### src/rtl/control_sequencer.sv
// control_sequencer: hardwired Moore control unit sequencing fetch (T0-T2) and execute (T3-T6).
// Define CTRL_MEM_TIMEOUT_EN to bound the T1 memory wait to MEM_TIMEOUT cycles (FAULT on expiry).
module control_sequencer #(
    parameter int MEM_TIMEOUT = 8
) (
    input  logic        clk,
    input  logic        clr,
    input  logic [31:0] IR,
    input  logic        mem_ready,
    output logic [15:0] R0_15_enable,
    output logic [15:0] R0_15_out,
    output logic [7:0]  ld_en,
    output logic [5:0]  drv_out,
    output logic        Read,
    output logic        IncPC,
    output logic [4:0]  opcode,
    output logic        run,
    output logic        fault
);

    localparam logic [3:0] S_T0    = 4'd0;
    localparam logic [3:0] S_T1    = 4'd1;
    localparam logic [3:0] S_T2    = 4'd2;
    localparam logic [3:0] S_T3    = 4'd3;
    localparam logic [3:0] S_T4    = 4'd4;
    localparam logic [3:0] S_T5    = 4'd5;
    localparam logic [3:0] S_T6    = 4'd6;
    localparam logic [3:0] S_HALT  = 4'd7;
    localparam logic [3:0] S_FAULT = 4'd8;

    localparam logic [7:0] LD_PC  = 8'h80;
    localparam logic [7:0] LD_IR  = 8'h40;
    localparam logic [7:0] LD_MAR = 8'h20;
    localparam logic [7:0] LD_MDR = 8'h10;
    localparam logic [7:0] LD_Y   = 8'h08;
    localparam logic [7:0] LD_Z   = 8'h04;
    localparam logic [7:0] LD_HI  = 8'h02;
    localparam logic [7:0] LD_LO  = 8'h01;

    localparam logic [5:0] DRV_PC  = 6'h20;
    localparam logic [5:0] DRV_MDR = 6'h10;
    localparam logic [5:0] DRV_ZLO = 6'h08;
    localparam logic [5:0] DRV_ZHI = 6'h04;

    logic [3:0]  r_state;
    logic [3:0]  w_nextState;
    logic        r_isHiLo;
    logic [4:0]  w_op;
    logic        w_aluClass;
    logic        w_hiLoClass;
    logic [15:0] w_raBit;
    logic [15:0] w_rbBit;
    logic [15:0] w_rcBit;
    logic        w_timeout;
    logic        w_unused;

    assign w_op        = IR[31:27];
    assign w_aluClass  = (w_op <= 5'd14);
    assign w_hiLoClass = (w_op == 5'd15) || (w_op == 5'd16);
    assign w_raBit     = 16'h8000 >> IR[26:23];
    assign w_rbBit     = 16'h8000 >> IR[22:19];
    assign w_rcBit     = 16'h8000 >> IR[18:15];
    assign w_unused    = ^{IR[14:0], (MEM_TIMEOUT > 0)};

`ifdef CTRL_MEM_TIMEOUT_EN
    localparam int CNT_W = $clog2(MEM_TIMEOUT + 1);

    logic [CNT_W-1:0] r_waitCnt;

    // w_timeout marks the last permitted T1 cycle; mem_ready on that cycle still wins.
    assign w_timeout = (r_waitCnt == CNT_W'(MEM_TIMEOUT - 1));

    always_ff @(posedge clk or posedge clr) begin
        if (clr) begin
            r_waitCnt <= '0;
        end else if ((r_state == S_T1) && !mem_ready && !w_timeout) begin
            r_waitCnt <= r_waitCnt + 1'b1;
        end else begin
            r_waitCnt <= '0;
        end
    end
`else
    assign w_timeout = 1'b0;
`endif

    always_ff @(posedge clk or posedge clr) begin
        if (clr) begin
            r_state  <= S_T0;
            r_isHiLo <= 1'b0;
        end else begin
            r_state <= w_nextState;
            if (r_state == S_T3) begin
                r_isHiLo <= w_hiLoClass;
            end
        end
    end

    always_comb begin
        w_nextState = r_state;
        case (r_state)
            S_T0: w_nextState = S_T1;
            S_T1: begin
                if (mem_ready) begin
                    w_nextState = S_T2;
                end else if (w_timeout) begin
                    w_nextState = S_FAULT;
                end
            end
            S_T2: w_nextState = S_T3;
            S_T3: begin
                if (w_aluClass || w_hiLoClass) begin
                    w_nextState = S_T4;
                end else if (w_op == 5'd26) begin
                    w_nextState = S_T0;
                end else if (w_op == 5'd27) begin
                    w_nextState = S_HALT;
                end else begin
                    w_nextState = S_FAULT;
                end
            end
            S_T4:   w_nextState = S_T5;
            S_T5:   w_nextState = r_isHiLo ? S_T6 : S_T0;
            S_T6:   w_nextState = S_T0;
            S_HALT: w_nextState = S_HALT;
            default: w_nextState = S_FAULT;
        endcase
    end

    // clr gates every output so an asynchronous clear silences strobes without waiting for a clock.
    always_comb begin
        R0_15_enable = '0;
        R0_15_out    = '0;
        ld_en        = '0;
        drv_out      = '0;
        Read         = 1'b0;
        IncPC        = 1'b0;
        opcode       = '0;
        run          = 1'b0;
        fault        = 1'b0;
        if (!clr) begin
            case (r_state)
                S_T0: begin
                    run     = 1'b1;
                    drv_out = DRV_PC;
                    ld_en   = LD_MAR | LD_Z;
                    IncPC   = 1'b1;
                end
                S_T1: begin
                    run     = 1'b1;
                    drv_out = DRV_ZLO;
                    ld_en   = LD_PC | LD_MDR;
                    Read    = 1'b1;
                end
                S_T2: begin
                    run     = 1'b1;
                    drv_out = DRV_MDR;
                    ld_en   = LD_IR;
                end
                S_T3: begin
                    run = 1'b1;
                    if (w_aluClass || w_hiLoClass) begin
                        R0_15_out = w_rbBit;
                        ld_en     = LD_Y;
                    end
                end
                S_T4: begin
                    run       = 1'b1;
                    R0_15_out = w_rcBit;
                    opcode    = w_op;
                    ld_en     = LD_Z;
                end
                S_T5: begin
                    run     = 1'b1;
                    drv_out = DRV_ZLO;
                    if (r_isHiLo) begin
                        ld_en = LD_LO;
                    end else begin
                        R0_15_enable = w_raBit;
                    end
                end
                S_T6: begin
                    run     = 1'b1;
                    drv_out = DRV_ZHI;
                    ld_en   = LD_HI;
                end
                S_HALT: begin
                    run = 1'b0;
                end
                default: begin
                    fault = 1'b1;
                end
            endcase
        end
    end

endmodule

### config.mk
export PLATFORM = sky130hd
export DESIGN_NAME = control_sequencer
export DESIGN_NICKNAME = d
export VERILOG_FILES = /design/src/rtl/control_sequencer.sv
export SDC_FILE = /design/constraint.sdc
export NUM_CORES = 1
export LEC_CHECK = 0
export BUFFER_PORTS_ARGS = -buffer_cell sky130_fd_sc_hd__buf_2
export CORE_AREA = 5 5 72 57
export CTS_CLUSTER_DIAMETER = 120
export DETAILED_ROUTE_END_ITERATION = 12
export DIE_AREA = 0 0 77 62
export PLACE_DENSITY_LB_ADDON = 0.3
export SKIP_CTS_REPAIR_TIMING = 1
export SYNTH_ARGS = -nofsm -noshare
export SYNTH_HDL_FRONTEND = slang
export SYNTH_SLANG_ARGS = --single-unit
export TNS_END_PERCENT = 20
### constraint.sdc
create_clock -name clk -period 1.7 [get_ports clk]
set_input_delay 0.34 -clock clk [delete_from_list [all_inputs] [get_ports clk]]
set_output_delay 0.34 -clock clk [all_outputs]
set_load 0.005 [all_outputs]
==> metrics.csv, run 1 <==
metric,value,unit
status,"complete, but fails checks",
violations,setup timing,
die_w,77,um
cts_tree,built,
setup_viol,44,
multi_input_area,977,um^2
syn_area,1140,um^2
h-tree-depth,1,
worst_setup_path_start_kind,flip-flop,
die_h,62,um
gp_congestion,0.955,
fin_ws,-0.331,ns
antenna_found_initial,0,
rsz0062_at_grt,yes,
numCtsBuffers,3,
ys_async_sr_fraction,1.00,
synth_edf_count,0,
clk_pin_slew,0.04,ns
n_antenna_cell,0,
vias_per_cell,5.46,
vias,1583,
synth_seq_cells,5,
seq_area_frac_synth,0.109,
drt-pass1-iter-count,4,
slew_viol_final,0,
hold_viol_final,0,
insertion_delay,0.22,ns
yosys_warnings,0,
fillers,315,
crit_path_end_kind,primary output,
max-cap-violations,0,
grt_max_degree,19,
clock_path_buffers,2,
crit_family,buffers and inverters,
synth_top_area_share,0.115,
area_growth,57.6,%
min_path_type,in -> async,
start_util,0.351,
coreArea,3270,um^2
maxClockFrequency,492,MHz
fin_cells,290,
gr-total-overflow,0,
gr-usage-all-layers,0.153,
core.rowCount,18,
worstPathMaxFanout,5,
detail-route-antenna-nets,0,
leakagePower,0.863,nW
ir_worst_vdd,0.407,mV
regArea,129,um^2
design_area,1800,um^2
synth_area_per_cell,6.98,um^2
worstSetupPathType,reg -> out,
syn_inst,164,
crit_arrival,1.69,ns
drt_first_iter_violations,125,
crit_top_cell,buf_4,
synth_area_leaders,"nand4_1 (11%), dfrtp_1 (11%), nor2_1 (6.9%)",
slowest_delay,0.43,ns
grt_pass1_wl,6090,um
final_util,0.552,
finalClockSkew,0.00240,ns
placedCellCount,280,
detail_route.wirelength,4300,um
drive_gt1_frac,0.528,
hpwlAfterDp,3100,um
drc,0,
yosysTopAreaCell,nand4_1,
synth_cell_type_count,45,
fp.dieArea,4770,um^2
cts.sinks,5,
root_buffer,clkbuf_8,
synthTopCellsByCount,"nand4_1 (21), nor2_1 (21), a21oi_1 (14)",
ys.flop_type,dfrtp_1,
fin_crit,2.03,ns
required,1.36,ns
wire_per_inst,14.8,um
finalCritPeriodShare,1.19,
first_global_vias,1370,
power_density,784,nW/um^2
boundaryPins,90,
io_buffers,72,
nets,286,
crit_buf_inv,4,
place_area,1610,um^2
crit_path_top_delay_cell,dfrtp_1,
crit_chain,buf_6 -> nor4b_4 -> buf_4 -> nand4b_1 -> buf_4 -> nor3_2 -> buf_2,
[cells in the final DEF (no fill, tap or decap), types with 2 or more instances in the layout]
cell      Yosys  final
and3_1        5      5
and3b_1       2      2
clkbuf_8      0      3
and2b_1       3      3
dfrtp_1       5      2
buf_6         4      5
nor2b_1       9      7
nand4b_1      2      2
a21o_1        2      2
a21oi_1      14     12
nor2b_4       0      2
nor3_2        0      4
nor3_1        8      4
and2b_2       2      2
dfrtp_2       0      3
a221oi_1      2      2
buf_4         7     18
nor4b_4       1      2
buf_12        0      2
nand2_1       4      3
buf_2         4     72
nor2_1       21     19
and3_2        2      2
nand2b_1      3      3
a21oi_2       3      5
and2_2        2      2
nand3_1      13     12
nand4_1      21     21
conb_1        1      2
inv_1         3      2
[final timing paths]
check | startpoint | cells after the start | end | slack (ns)
worst max-delay path | r_state[0]$_DFFE_PP0P_ | 7 | R0_15_enable[7] | -0.33
worst min-delay path | clr | 2 | r_state[0]$_DFFE_PP0P_ | 0.1
worst max register to register | r_state[1]$_DFFE_PP0P_ | 5 | r_state[1]$_DFFE_PP0P_ | 0.28
worst min register to register | r_state[3]$_DFFE_PP0P_ | 2 | r_state[0]$_DFFE_PP0P_ | 0.69
max in group asynchronous | clr | 3 | r_state[2]$_DFFE_PP0P_ | 1.28
min in group clk | mem_ready | 4 | r_state[0]$_DFFE_PP0P_ | 0.57
[power breakdown]
part | total [mW] | leakage (nW) | switching [mW] | internal [mW]
clock network | 0.223 | 0.0228 | 0.0616 | 0.161
registers | 0.284 | 0.0584 | 0.105 | 0.179
logic | 0.908 | 0.782 | 0.471 | 0.437
[stage by stage]
stage               power, mW  setup WS (ns)  hold WS [ns]  setup TNS, ns
global route             1.51         -0.404         0.124         -13.95
floorplan               0.689         0.0528         0.145              0
finish                   1.41         -0.331        0.0983         -10.16
detailed placement      0.974         -0.177         0.314          -2.65
global placement        0.966         -0.164         0.308          -2.16
CTS                      1.20         -0.420        0.0779         -13.31
[area by class of cell]
| type | count | area share |
|---|---|---|
| multi-input combinational | 141 | 0.542 |
| clock buffer | 4 | 0.0250 |
| sequential | 5 | 0.0714 |
| tap | 40 | 0.0277 |
| inverter | 3 | 0.00624 |
| timing repair buffer | 97 | 0.328 |
[flip-flops by register name (all words and copies together), names as in the netlist]
register and count:
r_state 4, r_isHiLo 1
[worst register-to-register path, stage by stage (launching register included)]
cell and delay (ns):
dfrtp_2 0.45, buf_4 0.17, buf_6 0.13, inv_2 0.06, o22ai_1 0.18, nor3b_1 0.30
[cells by family after synthesis]
| family | Yosys count | synth area share |
|---|---|---|
| other | 1 | 0.00328 |
| flip-flops | 5 | 0.109 |
| AO/OA/AOI/OAI | 30 | 0.189 |
| AND/OR/NAND/NOR | 108 | 0.574 |
| multiplexers | 1 | 0.00874 |
| buffers and inverters | 19 | 0.116 |
[layer usage]
layer,wire length (um),share of wire,GRT usage,up-vias
met3,294,0.068,0.0360,0
li1,-,-,-,784
met1,1950,0.45,0.207,739
met4,0,0,0.0147,0
met2,2060,0.48,0.261,60
met5,0,0,0,-
(Power assumes the default switching activity.)
==> run 2: changes to the inputs <==
Settings changed: MAX_ROUTING_LAYER set to met4.
==> run 2 against run 1 <==
Net effect:
- the run still ends with setup timing left
- cell area is 0.42% lower
- maximum frequency is 1.4% higher
- sequential share of layout area is 0.099 points higher
- clock skew hardly changed
- total power is 4.1% lower
- setup slack better by 0.028 ns
- clock power is 3% lower
- die area stayed put
- final cell count is 2.1% lower
- register-to-register slack better by 0.06 ns
- flip-flop and latch count stayed put
- critical endpoint is now R0_15_out[6]
==> metrics.csv, run 2 (synthesis gave the netlist of run 1 again) <==
metric,value,unit,change
status,"complete, but fails checks",,
violations,setup timing,,
h-tree-depth,1,,unchanged
final_cell_mix,"buf_2 (72), nand4_1 (21), nor2_1 (19)",,
maxClockFrequency,499,MHz,+1.4%
placedCellCount,278,,-0.71%
dpl_worst_slack,-0.185,ns,-0.00726 ns
detail-route-antenna-nets,0,,unchanged
core.rowCount,18,,unchanged
cts.sinks,5,,unchanged
grt_pass1_wl,5940,um,-2.5%
grt_max_degree,21,,+2
top_layer,met4,,
drt-pass1-iter-count,4,,unchanged
crit_arrival,1.66,ns,-0.03 ns
cts_tree,built,,
slew_viol_final,0,,unchanged
clk_pin_slew,0.04,ns,about the same
numCtsBuffers,3,,unchanged
leakagePower,0.832,nW,-3.6%
drive_gt1_frac,0.549,,+0.0212
final_common_cell,buf_2,,
regArea,130,um^2,+0.97%
top_regs,"r_state x4, r_isHiLo x1",,
met3WireLength,283,um,-3.7%
worstPathMaxFanout,9,,+4
fin_cells,284,,-2.1%
antenna_found_initial,0,,unchanged
gr-usage-all-layers,0.153,,+0.000534
largest_reg_flops,4,,unchanged
root_buffer,clkbuf_8,,
design_area,1800,um^2,-0.42%
finalCritPeriodShare,1.18,,-0.0163
gr-total-overflow,0,,unchanged
area_growth,56.9,%,
hpwlAfterDp,3110,um,about the same
insertion_delay,0.22,ns,about the same
dr_wl_met2,1940,um,-5.8%
multi_input_area,1000,um^2,+2.8%
place_area,1590,um^2,-0.94%
die_w,77,um,unchanged
ff2ff_path_depth,3,,-2
finalClockSkew,0.00199,ns,-0.000401 ns
vias_per_cell,5.52,,+1.1%
power_density,755,nW/um^2,-3.7%
power.total,1.36,mW,-4.1%
fin_tns_setup,-8.77,ns,+1.39 ns
fp.dieArea,4770,um^2,unchanged
ir_worst_vdd,0.459,mV,+13%
regMostFlops,r_state,,
fin_crit,2.00,ns,-0.0278 ns
first_global_vias,1360,,-0.73%
io_buffers,72,,unchanged
boundaryPins,90,,unchanged
coreArea,3270,um^2,unchanged
drt_first_iter_violations,83,,-34%
fillers,317,,+0.63%
required,1.36,ns,about the same
worst_setup_path_start_kind,flip-flop,,
nets,280,,-2.1%
min_path_type,in -> async,,
gp_congestion,0.951,,-0.48%
rsz0062_at_grt,yes,,
wl_met1,1860,um,-4.4%
clock_path_buffers,2,,unchanged
max-cap-violations,0,,unchanged
crit_path_end_kind,primary output,,
drc,0,,unchanged
reg2reg_slack,0.34,ns,+0.06 ns
setup_viol,43,,-2.3%
fin_ws,-0.303,ns,+0.0278 ns
detail_route.wirelength,4100,um,-4.7%
start_util,0.351,,unchanged
hold_viol_final,0,,unchanged
wire_per_inst,14.4,um,-2.7%
worstSetupPathType,reg -> out,,
n_antenna_cell,0,,unchanged
die_h,62,um,unchanged
vias,1568,,-0.95%
[run 2: power by group]
part / internal [mW] / leakage [nW] / switching (mW)
clock network: 0.161 / 0.0228 / 0.0554
registers: 0.181 / 0.0572 / 0.111
logic: 0.411 / 0.752 / 0.437
[run 2: cell type report]
| class | instances | area share |
|---|---|---|
| Multi-Input combinational cell | 141 | 0.559 |
| Clock buffer | 4 | 0.0251 |
| Sequential cell | 5 | 0.0724 |
| Tap cell | 40 | 0.0279 |
| Timing Repair Buffer | 91 | 0.309 |
| Inverter | 3 | 0.00627 |
[run 2: final timing paths]
path                                             start                      to
worst max register to register  r_state[1]$_DFFE_PP0P_  r_state[0]$_DFFE_PP0P_
worst min-delay path                               clr  r_state[3]$_DFFE_PP0P_
max in group asynchronous                          clr  r_state[1]$_DFFE_PP0P_
worst max-delay path            r_state[1]$_DFFE_PP0P_            R0_15_out[6]
worst min register to register  r_state[3]$_DFFE_PP0P_  r_state[1]$_DFFE_PP0P_
min in group clk                             mem_ready  r_state[0]$_DFFE_PP0P_
[run 2: routing by layer]
layer,vias up,track usage
met2,67,0.260
met3,2,0.0346
met4,0,0.00980
li1,775,-
met1,724,0.198
met5,-,-
[run 2: per-stage QoR]
stage / hold WS, ns / util
2_1_floorplan: 0.145 / -
4_1_cts: 0.229 / 0.501
6_report: 0.241 / 0.550
5_1_grt: 0.300 / 0.550
3_3_place_gp: 0.448 / 0.487
3_5_place_dp: 0.457 / 0.487
[run 2: critical path, cell delays in order, from the launching register on]
cell,delay (ns)
dfrtp_2,0.47
nor4b_4,0.37
buf_6,0.18
nand3_1,0.07
a21oi_1,0.21
buf_2,0.14
==> run 3: changes to the inputs <==
Settings changed: BUFFER_PORTS_ARGS -buffer_cell sky130_fd_sc_hd__buf_2 to not set, CORE_AREA 5 5 72 57 to 2 2 55 44, DIE_AREA 0 0 77 62 to 0 0 57 46, DONT_BUFFER_PORTS set to 1.
==> run 3 against run 2 <==
Net effect:
- the run still ends with setup timing left
- setup slack gained 0.021 ns
- global-route usage grew 6.7 points
- sequential power shrank 4%
- clock skew shrank 0.00085 ns
- critical path type unchanged
- largest cell class unchanged
==> metrics.csv, run 3 (synthesis gave the netlist of run 1 again) <==
metric,value,unit,change
worstSetupPathType,reg -> out,,
finalCritPeriodShare,1.17,,-0.0126
grt_pass1_wl,4430,um,-25%
wire_per_inst,18.5,um,+28%
worstPathMaxFanout,11,,+2
core.rowCount,15,,-3
r2r-end,r_state[0]$_DFFE_PP0P_,,
insertion_delay,0.25,ns,+0.03 ns
slew_viol_final,0,,unchanged
use_met1,0.286,,+0.0877
clock_path_buffers,2,,unchanged
crit_family,simple AND/OR/NAND/NOR gates,,
fin_crit,1.98,ns,-0.0214 ns
fin_tns_setup,-8.95,ns,-0.181 ns
gp_congestion,0.951,,about the same
coreArea,2140,um^2,-34%
rsz0062_at_grt,yes,,
final_common_cell,nand4_1,,
n_antenna_cell,0,,unchanged
whs_path_depth,2,,
area_growth,18.8,%,
drive_gt1_frac,0.343,,-0.206
largest_reg_flops,4,,unchanged
slowest_delay,0.45,ns,-0.02 ns
drt_first_iter_violations,133,,+60%
dpl_worst_slack,0.00257,ns,+0.187 ns
clk_pin_slew,0.04,ns,about the same
power_density,821,nW/um^2,+8.8%
numCtsBuffers,3,,unchanged
detail_route.wirelength,3640,um,-11%
antenna_found_initial,0,,unchanged
final_cell_mix,"nand4_1 (21), nor2_1 (19), a21oi_2 (12), nand3_1 (12), buf_4 (12)",,
gr-total-overflow,0,,unchanged
boundaryPins,90,,unchanged
start_util,0.535,,+0.185
violations,setup timing,,
worst_setup_path_start_kind,flip-flop,,
die_w,57,um,-26%
gr-usage-all-layers,0.220,,+0.0666
grtUsageMet3,0.0398,,+0.00519
top_regs,"r_state x4, r_isHiLo x1",,
regMostFlops,r_state,,
crit_path_top_delay_cell,dfrtp_2,,
final_util,0.636,,+0.0855
drc,0,,unchanged
holdPathEnd,r_state[2]$_DFFE_PP0P_,,
worstReg2RegStart,r_state[0]$_DFFE_PP0P_,,
vias,1396,,-11%
grt_max_degree,22,,+4.8%
setup_viol,48,,+12%
hp-start,IR[29],,
worstMarginPinSlew,0.562,ns,
io_buffers,0,,-100%
ir_worst_vdd,0.713,mV,+55%
crit_path_end_kind,primary output,,
cts_tree,built,,
status,"complete, but fails checks",,
crit_arrival,1.64,ns,-0.02 ns
hpwlAfterDp,2450,um,-21%
gr-max-usage-layer,met2,,
max-cap-violations,0,,unchanged
reg2reg_slack,0.39,ns,+0.05 ns
crit_buf_inv,1,,-1
root_buffer,clkbuf_4,,
relSlewSlack,0.624,,
maxClockFrequency,505,MHz,+1.1%
hold_viol_final,0,,unchanged
crit_chain,nor4b_4 -> buf_6 -> nand4_1 -> a21oi_1,,
finalClockSkew,0.00115,ns,-0.000847 ns
fp.dieArea,2620,um^2,-45%
grtUsageMet2,0.345,,+0.0849
vias_per_cell,7.09,,+28%
drt-pass1-iter-count,5,,+1
detail-route-antenna-nets,0,,unchanged
required,1.36,ns,about the same
leakagePower,0.447,nW,-46%
cts.sinks,5,,unchanged
nets,208,,-26%
ff2ff_path_depth,3,,unchanged
h-tree-depth,1,,unchanged
fin_ws,-0.282,ns,+0.0214 ns
timing.hold.ws,0.295,ns,+0.0539 ns
first_global_vias,990,,-27%
die_h,46,um,-26%
min_path_type,in -> reg,,
run 3: through the flow:
stage               instance area (um^2)  std cells  power, mW
floorplan                           1150        165      0.689
global placement                    1180        187      0.835
finish                              1360        197       1.12
CTS                                 1210        191      0.999
detailed placement                  1180        187      0.857
global route                        1360        197       1.19
run 3: report_power, final:
group          switching, mW  internal (mW)
registers              0.100          0.180
logic                  0.364          0.334
clock network         0.0505         0.0888
run 3: metal layers:
metal / vias up / part of all wire
li1: 625 / -
met1: 620 / 0.36
met2: 137 / 0.48
met3: 14 / 0.14
met4: 0 / 0.018
met5: - / 0
run 3: layout make-up:
cell class                 instances  area [um^2]
tap                               25         31.3
sequential                         5          129
clock buffer                       4         26.3
fill                             189          779
timing repair buffer              19          179
multi-input combinational        141          983
inverter                           3         11.3
run 3: worst max path at each step:
stage	startpoint	endpoint	slack (ns)	cells past startpoint
after floorplan	r_state[3]$_DFFE_PP0P_	R0_15_out[0]	0.05	5
after global placement	r_state[1]$_DFFE_PP0P_	R0_15_out[5]	0.03	3
after detailed placement	r_state[0]$_DFFE_PP0P_	R0_15_out[5]	0.003	4
after CTS	r_state[0]$_DFFE_PP0P_	R0_15_out[8]	-0.27	4
after global routing	r_state[0]$_DFFE_PP0P_	R0_15_out[0]	-0.34	4
final	r_state[0]$_DFFE_PP0P_	R0_15_out[0]	-0.28	4
run 3: worst reg2reg max path: stages (launching register included):
cell	delay (ns)
dfrtp_2	0.45
and3b_1	0.25
a21boi_0	0.14
a2111oi_0	0.35
